### src/rtl/key_encoder_nbit.sv
// key_encoder_nbit: keypad front end that synchronises four raw keys, turns
// presses from an all-released keypad into '0'/'1' digits, backspace and
// clear, and builds a CODE_W-digit code with the newest digit in the LSB.
// Optional idle timeout wipes a partially entered code.
module key_encoder_nbit #(
   parameter int CODE_W      = 9,
   parameter int SYNC_STAGES = 2,
   parameter int TIMEOUT_CYC = 0
) (
   input  logic                          clk,
   input  logic                          rst,
   input  logic [3:0]                    keypad,
   output logic [CODE_W-1:0]             keycode,
   output logic [$clog2(CODE_W+1)-1:0]   count,
   output logic                          code_full,
   output logic                          code_done,
   output logic                          key_err,
   output logic                          timeout
);
   localparam int CNT_W = $clog2(CODE_W+1);

   typedef enum logic [1:0] {
      S_IDLE  = 2'd0,
      S_ENTRY = 2'd1,
      S_FULL  = 2'd2
   } state_t;

   logic [SYNC_STAGES-1:0][3:0] sync_q;
   logic [3:0]                  ksync;
   logic [3:0]                  kprev_q;
   logic                        strobe;
   logic                        onehot;

   state_t                      state_q, state_d;
   logic [CODE_W-1:0]           keycode_q, keycode_d;
   logic [CNT_W-1:0]            count_q, count_d;
   logic                        full_q;
   logic                        done_q, done_d;
   logic                        err_q, err_d;
   logic                        tout_q, tout_d;
   logic                        accept;
   logic                        tmo_hit;
   logic                        tmo_fire;

   assign ksync  = sync_q[SYNC_STAGES-1];
   // A press only counts when it appears on a fully released keypad.
   assign strobe = (|ksync) & ~(|kprev_q);
   assign onehot = $onehot(ksync);
   // Any strobe, even a rejected one, takes priority over the timeout.
   assign tmo_fire = tmo_hit & ~strobe;

   // Synchroniser chain for the asynchronous keypad pins, plus previous sample.
   always_ff @(posedge clk) begin
      if (rst) begin
         sync_q  <= '0;
         kprev_q <= '0;
      end else begin
         if (SYNC_STAGES > 1) begin
            sync_q <= {sync_q[SYNC_STAGES-2:0], keypad};
         end else begin
            sync_q <= keypad;
         end
         kprev_q <= ksync;
      end
   end

   // Next-state decode: press handling first, then the idle timeout.
   always_comb begin
      state_d   = state_q;
      keycode_d = keycode_q;
      count_d   = count_q;
      done_d    = 1'b0;
      err_d     = 1'b0;
      tout_d    = 1'b0;
      accept    = 1'b0;
      if (strobe) begin
         if (!onehot) begin
            err_d = 1'b1;
         end else if (ksync[3]) begin
            keycode_d = '0;
            count_d   = '0;
            state_d   = S_IDLE;
            accept    = 1'b1;
         end else if (ksync[2]) begin
            if (state_q == S_IDLE) begin
               err_d = 1'b1;
            end else begin
               keycode_d = {1'b0, keycode_q[CODE_W-1:1]};
               count_d   = count_q - CNT_W'(1);
               state_d   = (count_q == CNT_W'(1)) ? S_IDLE : S_ENTRY;
               accept    = 1'b1;
            end
         end else begin
            if (state_q == S_FULL) begin
               err_d = 1'b1;
            end else begin
               keycode_d = {keycode_q[CODE_W-2:0], ksync[1]};
               count_d   = count_q + CNT_W'(1);
               accept    = 1'b1;
               if (count_q == CNT_W'(CODE_W-1)) begin
                  state_d = S_FULL;
                  done_d  = 1'b1;
               end else begin
                  state_d = S_ENTRY;
               end
            end
         end
      end else if (tmo_fire) begin
         keycode_d = '0;
         count_d   = '0;
         state_d   = S_IDLE;
         tout_d    = 1'b1;
      end
   end

   // State, code and the registered flag/pulse outputs.
   always_ff @(posedge clk) begin
      if (rst) begin
         state_q   <= S_IDLE;
         keycode_q <= '0;
         count_q   <= '0;
         full_q    <= 1'b0;
         done_q    <= 1'b0;
         err_q     <= 1'b0;
         tout_q    <= 1'b0;
      end else begin
         state_q   <= state_d;
         keycode_q <= keycode_d;
         count_q   <= count_d;
         full_q    <= (state_d == S_FULL);
         done_q    <= done_d;
         err_q     <= err_d;
         tout_q    <= tout_d;
      end
   end

   generate
      if (TIMEOUT_CYC > 0) begin : g_tmo
         logic [23:0] idle_q;

         assign tmo_hit = (state_q == S_ENTRY) && (idle_q >= 24'(TIMEOUT_CYC - 1));

         // Idle counter: runs only in ENTRY, restarts on every accepted press,
         // holds through a rejected press so an expiry is only postponed.
         always_ff @(posedge clk) begin
            if (rst || (state_q != S_ENTRY) || accept || tmo_fire) begin
               idle_q <= '0;
            end else if (!strobe) begin
               idle_q <= idle_q + 24'd1;
            end
         end
      end else begin : g_no_tmo
         logic tmo_unused;
         assign tmo_hit    = 1'b0;
         assign tmo_unused = accept ^ tmo_fire;
      end
   endgenerate

   assign keycode   = keycode_q;
   assign count     = count_q;
   assign code_full = full_q;
   assign code_done = done_q;
   assign key_err   = err_q;
   assign timeout   = tout_q;

endmodule

### config.mk
export PLATFORM = sky130hd
export DESIGN_NAME = key_encoder_nbit
export DESIGN_NICKNAME = d
export VERILOG_FILES = /design/src/rtl/key_encoder_nbit.sv
export SDC_FILE = /design/constraint.sdc
export NUM_CORES = 1
export LEC_CHECK = 0
export ABC_AREA = 1
export BUFFER_PORTS_ARGS = -buffer_cell sky130_fd_sc_hd__buf_4
export CORE_UTILIZATION = 55
export CTS_CLUSTER_DIAMETER = 50
export CTS_CLUSTER_SIZE = 30
export DETAILED_ROUTE_END_ITERATION = 10
export PLACE_DENSITY = 0.79
export SYNTH_ARGS = -nofsm -noshare
export SYNTH_HDL_FRONTEND = slang
export SYNTH_SLANG_ARGS = --single-unit
### constraint.sdc
create_clock -name clk -period 3 [get_ports clk]
set_input_delay 0.45 -clock clk [delete_from_list [all_inputs] [get_ports clk]]
set_output_delay 0.45 -clock clk [all_outputs]
set_load 0.005 [all_outputs]
# ---- Word-level counts from Yosys, hierarchy flattened
# Index checks and enable logic that the tools add are counted.
dict set report totals {
  ff_bits 30
  output_inout_bits 17
}
dict set report op_classes {
  bitwise 4
  eq_ne 7
  n_reduce_logical 6
  muxes 22
  n_addsub 5
}
# operator n
set ops {}
lappend ops {{two-way mux 9 bit} 4}
lappend ops {{two-way mux 4 bit} 4}
lappend ops {{two-way mux 2 bit} 7}
lappend ops {{OR reduction 4 bit} 2}
lappend ops {{two-way mux 1 bit} 7}
lappend ops {{inequality test 3 bit, second input constant} 2}
lappend ops {{OR reduction 6 bit} 1}
lappend ops {{adder 1 x 1 -> 2 bit} 2}
lappend ops {{adder 4 x 1 -> 4 bit, second input constant} 1}
lappend ops {{== test 2 bit, second input constant} 2}
lappend ops {{== test 4 x 1 -> 1 bit, second input constant} 1}
lappend ops {{== test 4 bit, second input constant} 1}
lappend ops {{AND reduction 4 bit} 1}
lappend ops {{subtractor 4 x 1 -> 4 bit, second input constant} 1}
lappend ops {{adder 2 x 2 -> 3 bit} 1}
lappend ops {{== test 3 x 1 -> 1 bit, second input constant} 1}
lappend ops {{inverter 1 bit} 3}
lappend ops {{zero test 2 bit} 1}
lappend ops {{OR reduction 2 bit} 1}
lappend ops {{bitwise AND 1 bit} 1}

# ---- Depth between registers and ports, before layout
# Gate-level depths: netlist (run 1).
dict set report logic_depth {
  depth_word 8
  ltp_mapped 14
  mapped_depth_nobuf 14
}

# ---- Least setup slack after synthesis (run 1)
# Ideal clock, no wire load.
dict set report synth_path {
  kind {register -> register}
  startpoint {register sync_q (netlist bit ksync[3])}
  endpoint {register count_q[1] (netlist: count[1])}
  stages_incl_launch_ff 14
  setup_time_ns 0.130
  arrival_time_ns 2.185
  setup_slack_ns 0.684
  required_ns 2.870
  path_buffers 0
  cell_sequence {dfxtp_1 -> inv_2 -> fa_1 -> inv_1 -> ha_1 -> ha_1 -> inv_1 -> nand2_1 -> nor2_2 -> inv_1 -> nor2_1 -> nand2_1 -> nand2_1 -> a21oi_2}
}
dict set report synth_via {
  elab_chain_len 4
  word_cells_on_any_way 9
  cone_classes {add/sub (2); eq/ne (3); mux (1); bitwise (1); reduce/logical (2)}
}
# element line
set synth_rtl {}
lappend synth_rtl {{start: declaration} 28} ;# logic [SYNC_STAGES-1:0][3:0] sync_q;
lappend synth_rtl {{start signal: assignment} 59} ;# sync_q <= {sync_q[SYNC_STAGES-2:0], keypad};
lappend synth_rtl {{start signal: assignment} 61} ;# sync_q <= keypad;
lappend synth_rtl {{adder 1 x 1 -> 2 bit (implied by the code)} 48} ;# assign onehot = $onehot(ksync);
lappend synth_rtl {{adder 2 x 2 -> 3 bit (implied by the code)} 48}
lappend synth_rtl {{== test 3 x 1 -> 1 bit} 48}
lappend synth_rtl {{AND reduction 4 bit (no source line)} -}
lappend synth_rtl {{end signal: assignment} 129} ;# count_q <= count_d;
lappend synth_rtl {{end: declaration} 36} ;# logic [CNT_W-1:0] count_q, count_d;
# Several ways; a longest one is shown, not always the timed one.
# A chain may end at the register's enable or synchronous reset.

# ---- Final worst setup path (run 1)
dict set report layout_path {
  startpoint {register sync_q (netlist bit ksync[3])}
  endpoint {register count_q[0] (netlist: count[0])}
}
# The elaborated chain is that of the path after synthesis.

==> results_dict.tcl, run 1 <==
set metrics [dict create \
    drive_above_1_share_pct 20.3 \
    num_vias 1282 \
    p_comb_share_pct 17.0 \
    synth_cell_type_count 26 \
    drcViolationCount 0 \
    fin_cells 257 \
    hold_path.class "in -> reg" \
    peakVddDrop_mv 0.367 \
    synth_area_leader_cell "dfxtp_1" \
    cts_root_buf "clkbuf_4" \
    yosysWarningCount 0 \
    drv_slew 0 \
    dieWidth_um 54.2 \
    wl_per_cell_um 10.9 \
    dp_hpwl_um 2070 \
    io_buffers 21 \
    cts_hold_buf 0 \
    synth_nets 221 \
    utilization_pct 68.2 \
    num_io_pins 23 \
    worstPathRequired_ns 3.27 \
    finalCriticalPeriod_ns 2.66 \
    post-place-ws_ns 0.337 \
    vias_per_cell 4.99 \
    reg2reg_slack_ns 0.34 \
    cts.sinks 30 \
    max_freq_mhz 376 \
    switchingPower_mw 0.246 \
    worst_slack_ns 0.338 \
    power_leakage_nw 0.836 \
    num_antenna_cells 0 \
    post-place-cells 250 \
    cts_tree "done" \
    sw_frac_of_total_pct 26.5 \
    finalPower_mw 0.927 \
    cts_buffers 5 \
    post_cts_resized 0 \
    clkSlewWorstSetupHoldPaths_ns 0.09 \
    synth_seq_cells 30 \
    overflow 0 \
    skew_ns 0.00773 \
    synthCells 207 \
    path_max_fanout 20 \
    gp_congestion 0.853 \
    worstSetupEndpointType "flop" \
    hold_viol_final 0 \
    drtIter0Drc 29 \
    rows 18 \
    cts.path.max_buffers 2 \
    postPlaceCellArea_mm2 0.00164 \
    setup_viol 0 \
    status "complete, no violations" \
    drv_cap 0 \
    area_growth_pct 14.8 \
    nets 241 \
    drt-pass1-iter-count 5 \
    ant_nets 0 \
    p_int_mw 0.681 \
    seq_area_frac_synth_pct 40.1 \
    p_per_area_mw_per_mm2 539 \
    clockPowerShare_pct 35.2 \
    grt_first_pass_wirelength_um 4630 \
    syn_area_per_cell_um2 7.24 \
    crit_type "reg -> reg" \
    mappedNetlistArea_mm2 0.00150 \
    start_util_pct 59.4 \
    core_area_mm2 0.00252 \
    power.share.sequential_pct 47.7 \
    min_period_over_period_pct 88.7 \
    grt_max_degree 21 \
    die_area_mm2 0.00294 \
    die_y_um 54.2 \
    finalInstanceArea_mm2 0.00172 \
    critPathArrivalTime_ns 2.93 \
    tns_ns 0 \
    grt_antenna_before_repair 0 \
    synth.top_cell.area_share_pct 40.1 \
    worstSetupStartpointType "flop" \
    gr-usage-all-layers_pct 22.8 \
    worst_hold_slack_ns 0.321 \
    cts-htree-levels 2 \
    clock_latency_ns 0.33 \
    rsz0062_at_grt "false" \
    ys_top_cells_by_area "dfxtp_1 40%, nor2_1 12%, nand2_1 11%, inv_1 7.3%, ha_1 5.8%" \
    postCtsSetupBuffers 0 \
    grt_pass1_vias 1121 \
    wl_um 2810 \
]
kinds of logic after synthesis:
| kind of cell | count (synthesis) | share of synthesized area, % |
|---|---|---|
| buf+inv | 39 | 11.4 |
| other cells | 1 | 0.250 |
| fa+ha+maj | 8 | 7.18 |
| flops | 30 | 40.1 |
| simple gates | 112 | 33.7 |
| compound gates | 17 | 7.35 |
critical path, stage by stage (launching register included):
cell	delay [ns]
dfxtp_1	0.47
inv_2	0.09
fa_1	0.49
inv_1	0.04
ha_1	0.18
ha_1	0.27
inv_1	0.06
nand2_1	0.05
nor2_2	0.20
nand3_2	0.14
nor2_4	0.37
nand2_1	0.13
a21oi_2	0.14
cell usage after synthesis:
cell and n:
inv_2 2, nand4_1 2, conb_1 1, dfxtp_1 30, fa_1 1, nand3_2 2, a22oi_1 7, inv_1 29
buf_6 2, clkbuf_1 2, nor2_1 46, ha_1 7, o21ai_1 2, buf_2 2, nor3_2 1, nor2_4 2
nand2_1 43, a21oi_2 2, nor3_1 1, o21ai_0 5, nor2_8 1, a21oi_1 1, nand2_2 4, nand3_1 6
nor2_2 4, buf_4 2
flip-flops by register name (all words and copies together), names as in the netlist:
| register | cells |
|---|---|
| code_done | 1 |
| keycode | 9 |
| ksync | 4 |
| count | 4 |
| sync_q | 4 |
| kprev_q | 4 |
| key_err | 1 |
| state_q | 2 |
| code_full | 1 |
worst paths after layout:
check                             from  cells after the start               endpoint
setup / recovery   ksync[3]$_SDFF_PP0_                     12  count[0]$_SDFFE_PP0P_
hold / removal               keypad[1]                      3   sync_q[1]$_SDFF_PP0_
setup reg to reg   ksync[3]$_SDFF_PP0_                     12  count[0]$_SDFFE_PP0P_
hold reg to reg   sync_q[3]$_SDFF_PP0_                      2    ksync[3]$_SDFF_PP0_
layout by cell type, fill, tap and decap left out, types with 2 or more instances in the layout:
cell / n
nor2_1: 46
buf_4: 21
nand2_1: 43
nand2_2: 4
nor2_4: 2
ha_1: 7
nand3_1: 6
o21ai_0: 5
a22oi_1: 7
o21ai_1: 2
a21oi_2: 2
inv_1: 29
dfxtp_1: 30
inv_2: 2
nand4_1: 2
nand3_2: 2
nor2_2: 4
clkbuf_4: 5
layout make-up:
| type | instances | area [um^2] |
|---|---|---|
| repair buffers | 21 | 158 |
| clock buffers | 6 | 51.3 |
| fillers | 219 | 803 |
| clock inverters | 1 | 30.0 |
| inverters | 31 | 116 |
| flip-flops and latches | 30 | 601 |
| multi-input cells | 138 | 726 |
| well taps | 30 | 37.5 |
power groups by stage:
stage	registers [mW]	logic [mW]	clock network, mW
detailed placement	0.452	0.158	0
finish	0.442	0.158	0.327
floorplan	0.448	0.117	0
CTS	0.443	0.159	0.339
global placement	0.450	0.152	0
global route	0.446	0.180	0.355
layer usage:
metal,track usage [%],vias up,part of all wire [%],routed length (um)
met1,24.6,572,42,1190
met4,11.1,0,2.1,59
met2,39.2,37,50,1410
li1,-,666,-,-
met3,7.91,7,5.1,144
met5,0,-,0,0
Note: power is estimated with default switching activity, not from simulation.
==> run 2: changes to the inputs <==
--- a/config.mk
+++ b/config.mk
@@ -5,13 +5,13 @@
 export SDC_FILE = /design/constraint.sdc
 export NUM_CORES = 1
 export LEC_CHECK = 0
-export ABC_AREA = 1
+export ABC_AREA = 0
 export BUFFER_PORTS_ARGS = -buffer_cell sky130_fd_sc_hd__buf_4
-export CORE_UTILIZATION = 55
+export CORE_UTILIZATION = 54
 export CTS_CLUSTER_DIAMETER = 50
 export CTS_CLUSTER_SIZE = 30
 export DETAILED_ROUTE_END_ITERATION = 10
-export PLACE_DENSITY = 0.79
+export PLACE_DENSITY = 0.78
 export SYNTH_ARGS = -nofsm -noshare
 export SYNTH_HDL_FRONTEND = slang
 export SYNTH_SLANG_ARGS = --single-unit
==> results_dict.tcl, run 2 <==
set metrics [dict create \
    status "complete, no violations" \
    cts_root_buf "clkbuf_4" \
    gp_congestion 0.800 \
    power_leakage_nw 0.672 \
    wirelength_met1_um 1310 \
    tns_ns 0 \
    skew_ns 0.00943 \
    synth_area_leader_cell "dfxtp_1" \
    wl_per_cell_um 14.2 \
    synth_edf_count 0 \
    num_vias 1182 \
    drtIter0Drc 29 \
    drive_above_1_share_pct 26.3 \
    grt_antenna_before_repair 0 \
    syn_area_per_cell_um2 9.16 \
    power.share.sequential_pct 54.4 \
    worstSetupEndpointType "flop" \
    cts.sinks 30 \
    area_growth_pct 19.0 \
    finalCriticalPeriod_ns 2.88 \
    clockPowerShare_pct 34.0 \
    peakVddDrop_mv 0.420 \
    grt_max_degree 32 \
    critPathArrivalTime_ns 3.14 \
    yosysWarningCount 0 \
    largest_reg_flops 9 \
    num_antenna_cells 0 \
    reg2reg_slack_ns 0.12 \
    sw_frac_of_total_pct 27.1 \
    synth_cell_type_count 38 \
    wl_um 2920 \
    synthFlopType "dfxtp_1" \
    num_io_pins 23 \
    nets 188 \
    io_buffers 21 \
    clkSlewWorstSetupHoldPaths_ns 0.10 \
    rsz0062_at_grt "false" \
    timing.rr.start "ksync[3]$_SDFF_PP0_" \
    postPlaceCellArea_mm2 0.00158 \
    ant_nets 0 \
    highest_layer "met4" \
    ys_top_cells_by_count "30 x dfxtp_1, 17 x a21oi_1, 13 x o21ai_0, 12 x nand4_1, 10 x nor2b_1" \
    crit_type "reg -> reg" \
    cts_hold_buf 0 \
    dp_hpwl_um 1850 \
    cts_tree "done" \
    hold_path.class "in -> reg" \
    hp-start "keypad[0]" \
    cts_buffers 5 \
    die_area_mm2 0.00279 \
    worstPathRequired_ns 3.26 \
    synth_nets 166 \
    vias_per_cell 5.77 \
    setup_viol 0 \
    dieWidth_um 52.8 \
    grt_first_pass_wirelength_um 4780 \
    rr_endpoint "count[3]$_SDFFE_PP0P_" \
    postCtsSetupBuffers 0 \
    finalInstanceArea_mm2 0.00166 \
    min_period_over_period_pct 95.9 \
    synthCells 152 \
    hold_viol_final 0 \
    grt_pass1_vias 1113 \
    cts.path.max_buffers 2 \
    wl_met2_um 1360 \
    hold_end "sync_q[0]$_SDFF_PP0_" \
    synth_seq_cells 30 \
    ff2ff_path_depth 9 \
    die_y_um 52.8 \
    finalPower_mw 0.765 \
    core_area_mm2 0.00245 \
    wl_met3_um 188 \
    switchingPower_mw 0.208 \
    drt-pass1-iter-count 4 \
    drv_slew 0 \
    seq_area_frac_synth_pct 43.1 \
    layout_commonest_cell "dfxtp_1" \
    overflow 0 \
    ys_top_cells_by_area "dfxtp_1 43%, ha_1 6.3%, a21oi_1 6.1%, mux2_2 5.7%, nand4_1 5.4%" \
    post_cts_resized 0 \
    drcViolationCount 0 \
    mappedNetlistArea_mm2 0.00139 \
    cts-htree-levels 2 \
    p_comb_share_pct 11.6 \
    gr-usage-all-layers_pct 24.4 \
    max_freq_mhz 348 \
    worstHoldPathCells 2 \
    p_per_area_mw_per_mm2 461 \
    rows 18 \
    final_cell_mix "29 x dfxtp_1, 26 x buf_4, 17 x a21oi_1" \
    yosysMostFrequentCell "dfxtp_1" \
    path_max_fanout 8 \
    drv_cap 0 \
    clock_latency_ns 0.33 \
    async_flop_share_pct 0 \
    p_int_mw 0.557 \
    start_util_pct 56.7 \
    worstSetupStartpointType "flop" \
    synth.top_cell.area_share_pct 43.1 \
]
run 2: changes by cell type in the layout (fill, tap and decap cells not counted), sizes merged, moves of 7 or more:
cell / delta
nand3: -7
a21oi: +14
nand2: -46
nor2b: +10
nor2: -44
mux2: +7
a22oi: -7
inv: -24
nand4: +10
run 2: worst max-delay path by stage:
stage                              startpoint                    end  slack [ns]  depth (start not counted)
final                     ksync[3]$_SDFF_PP0_  count[3]$_SDFFE_PP0P_        0.12                          9
after global routing      ksync[3]$_SDFF_PP0_  count[3]$_SDFFE_PP0P_        0.02                          9
after CTS                 ksync[3]$_SDFF_PP0_  count[3]$_SDFFE_PP0P_        0.14                          9
after detailed placement  ksync[3]$_SDFF_PP0_  count[3]$_SDFFE_PP0P_        0.19                          9
after global placement    ksync[3]$_SDFF_PP0_  count[3]$_SDFFE_PP0P_        0.25                          9
after floorplan           ksync[3]$_SDFF_PP0_  count[3]$_SDFFE_PP0P_        0.05                         10
run 2: cells by family after synthesis:
| logic type | Yosys count | share of synthesized area [%] |
|---|---|---|
| AO/OA/AOI/OAI | 38 | 15.7 |
| AND/OR/NAND/NOR | 47 | 20.2 |
| flip-flops | 30 | 43.1 |
| multiplexers | 8 | 6.38 |
| adder cells (fa/ha/maj) | 8 | 7.73 |
| other | 1 | 0.269 |
| XOR/XNOR | 2 | 1.26 |
| buffers and inverters | 18 | 5.30 |
run 2: final cells by class:
cell class / instances / area [um^2]
fill: 199 / 797
multi-input combinational: 104 / 731
sequential: 30 / 604
timing repair buffer: 26 / 195
clock buffer: 6 / 51.3
tap: 30 / 37.5
inverter: 7 / 26.3
clock inverter: 2 / 12.5
run 2: power groups by stage:
stage / sequential (mW) / combinational (mW) / clock (mW)
3_5_place_dp: 0.426 / 0.0842 / 0
6_report: 0.416 / 0.0885 / 0.260
2_1_floorplan: 0.424 / 0.0586 / 0
3_3_place_gp: 0.425 / 0.0809 / 0
5_1_grt: 0.418 / 0.0983 / 0.283
4_1_cts: 0.417 / 0.0848 / 0.263
run 2: per-stage QoR:
stage          setup WS, ns  utilization (%)  cells  hold WS, ns
6_report              0.124             67.5    205        0.322
4_1_cts               0.137             66.9    205        0.310
3_3_place_gp          0.255             64.3    197        0.418
5_1_grt              0.0178             67.5    205        0.300
3_5_place_dp          0.189             64.3    197        0.426
2_1_floorplan        0.0471                -    152        0.414
run 2: worst max-delay path, stage by stage (launching register included):
cell     delay, ns
dfxtp_4       0.40
inv_1         0.08
fa_1          0.48
inv_1         0.04
ha_1          0.17
ha_1          0.27
or3b_1        0.45
a211o_1       0.26
or4_1         0.50
a21oi_1       0.15
run 2: layer usage:
layer,track usage (%),up-vias
met4,15.8,0
met1,28.6,548
met2,38.0,39
li1,-,590
met3,7.54,5
met5,0,-
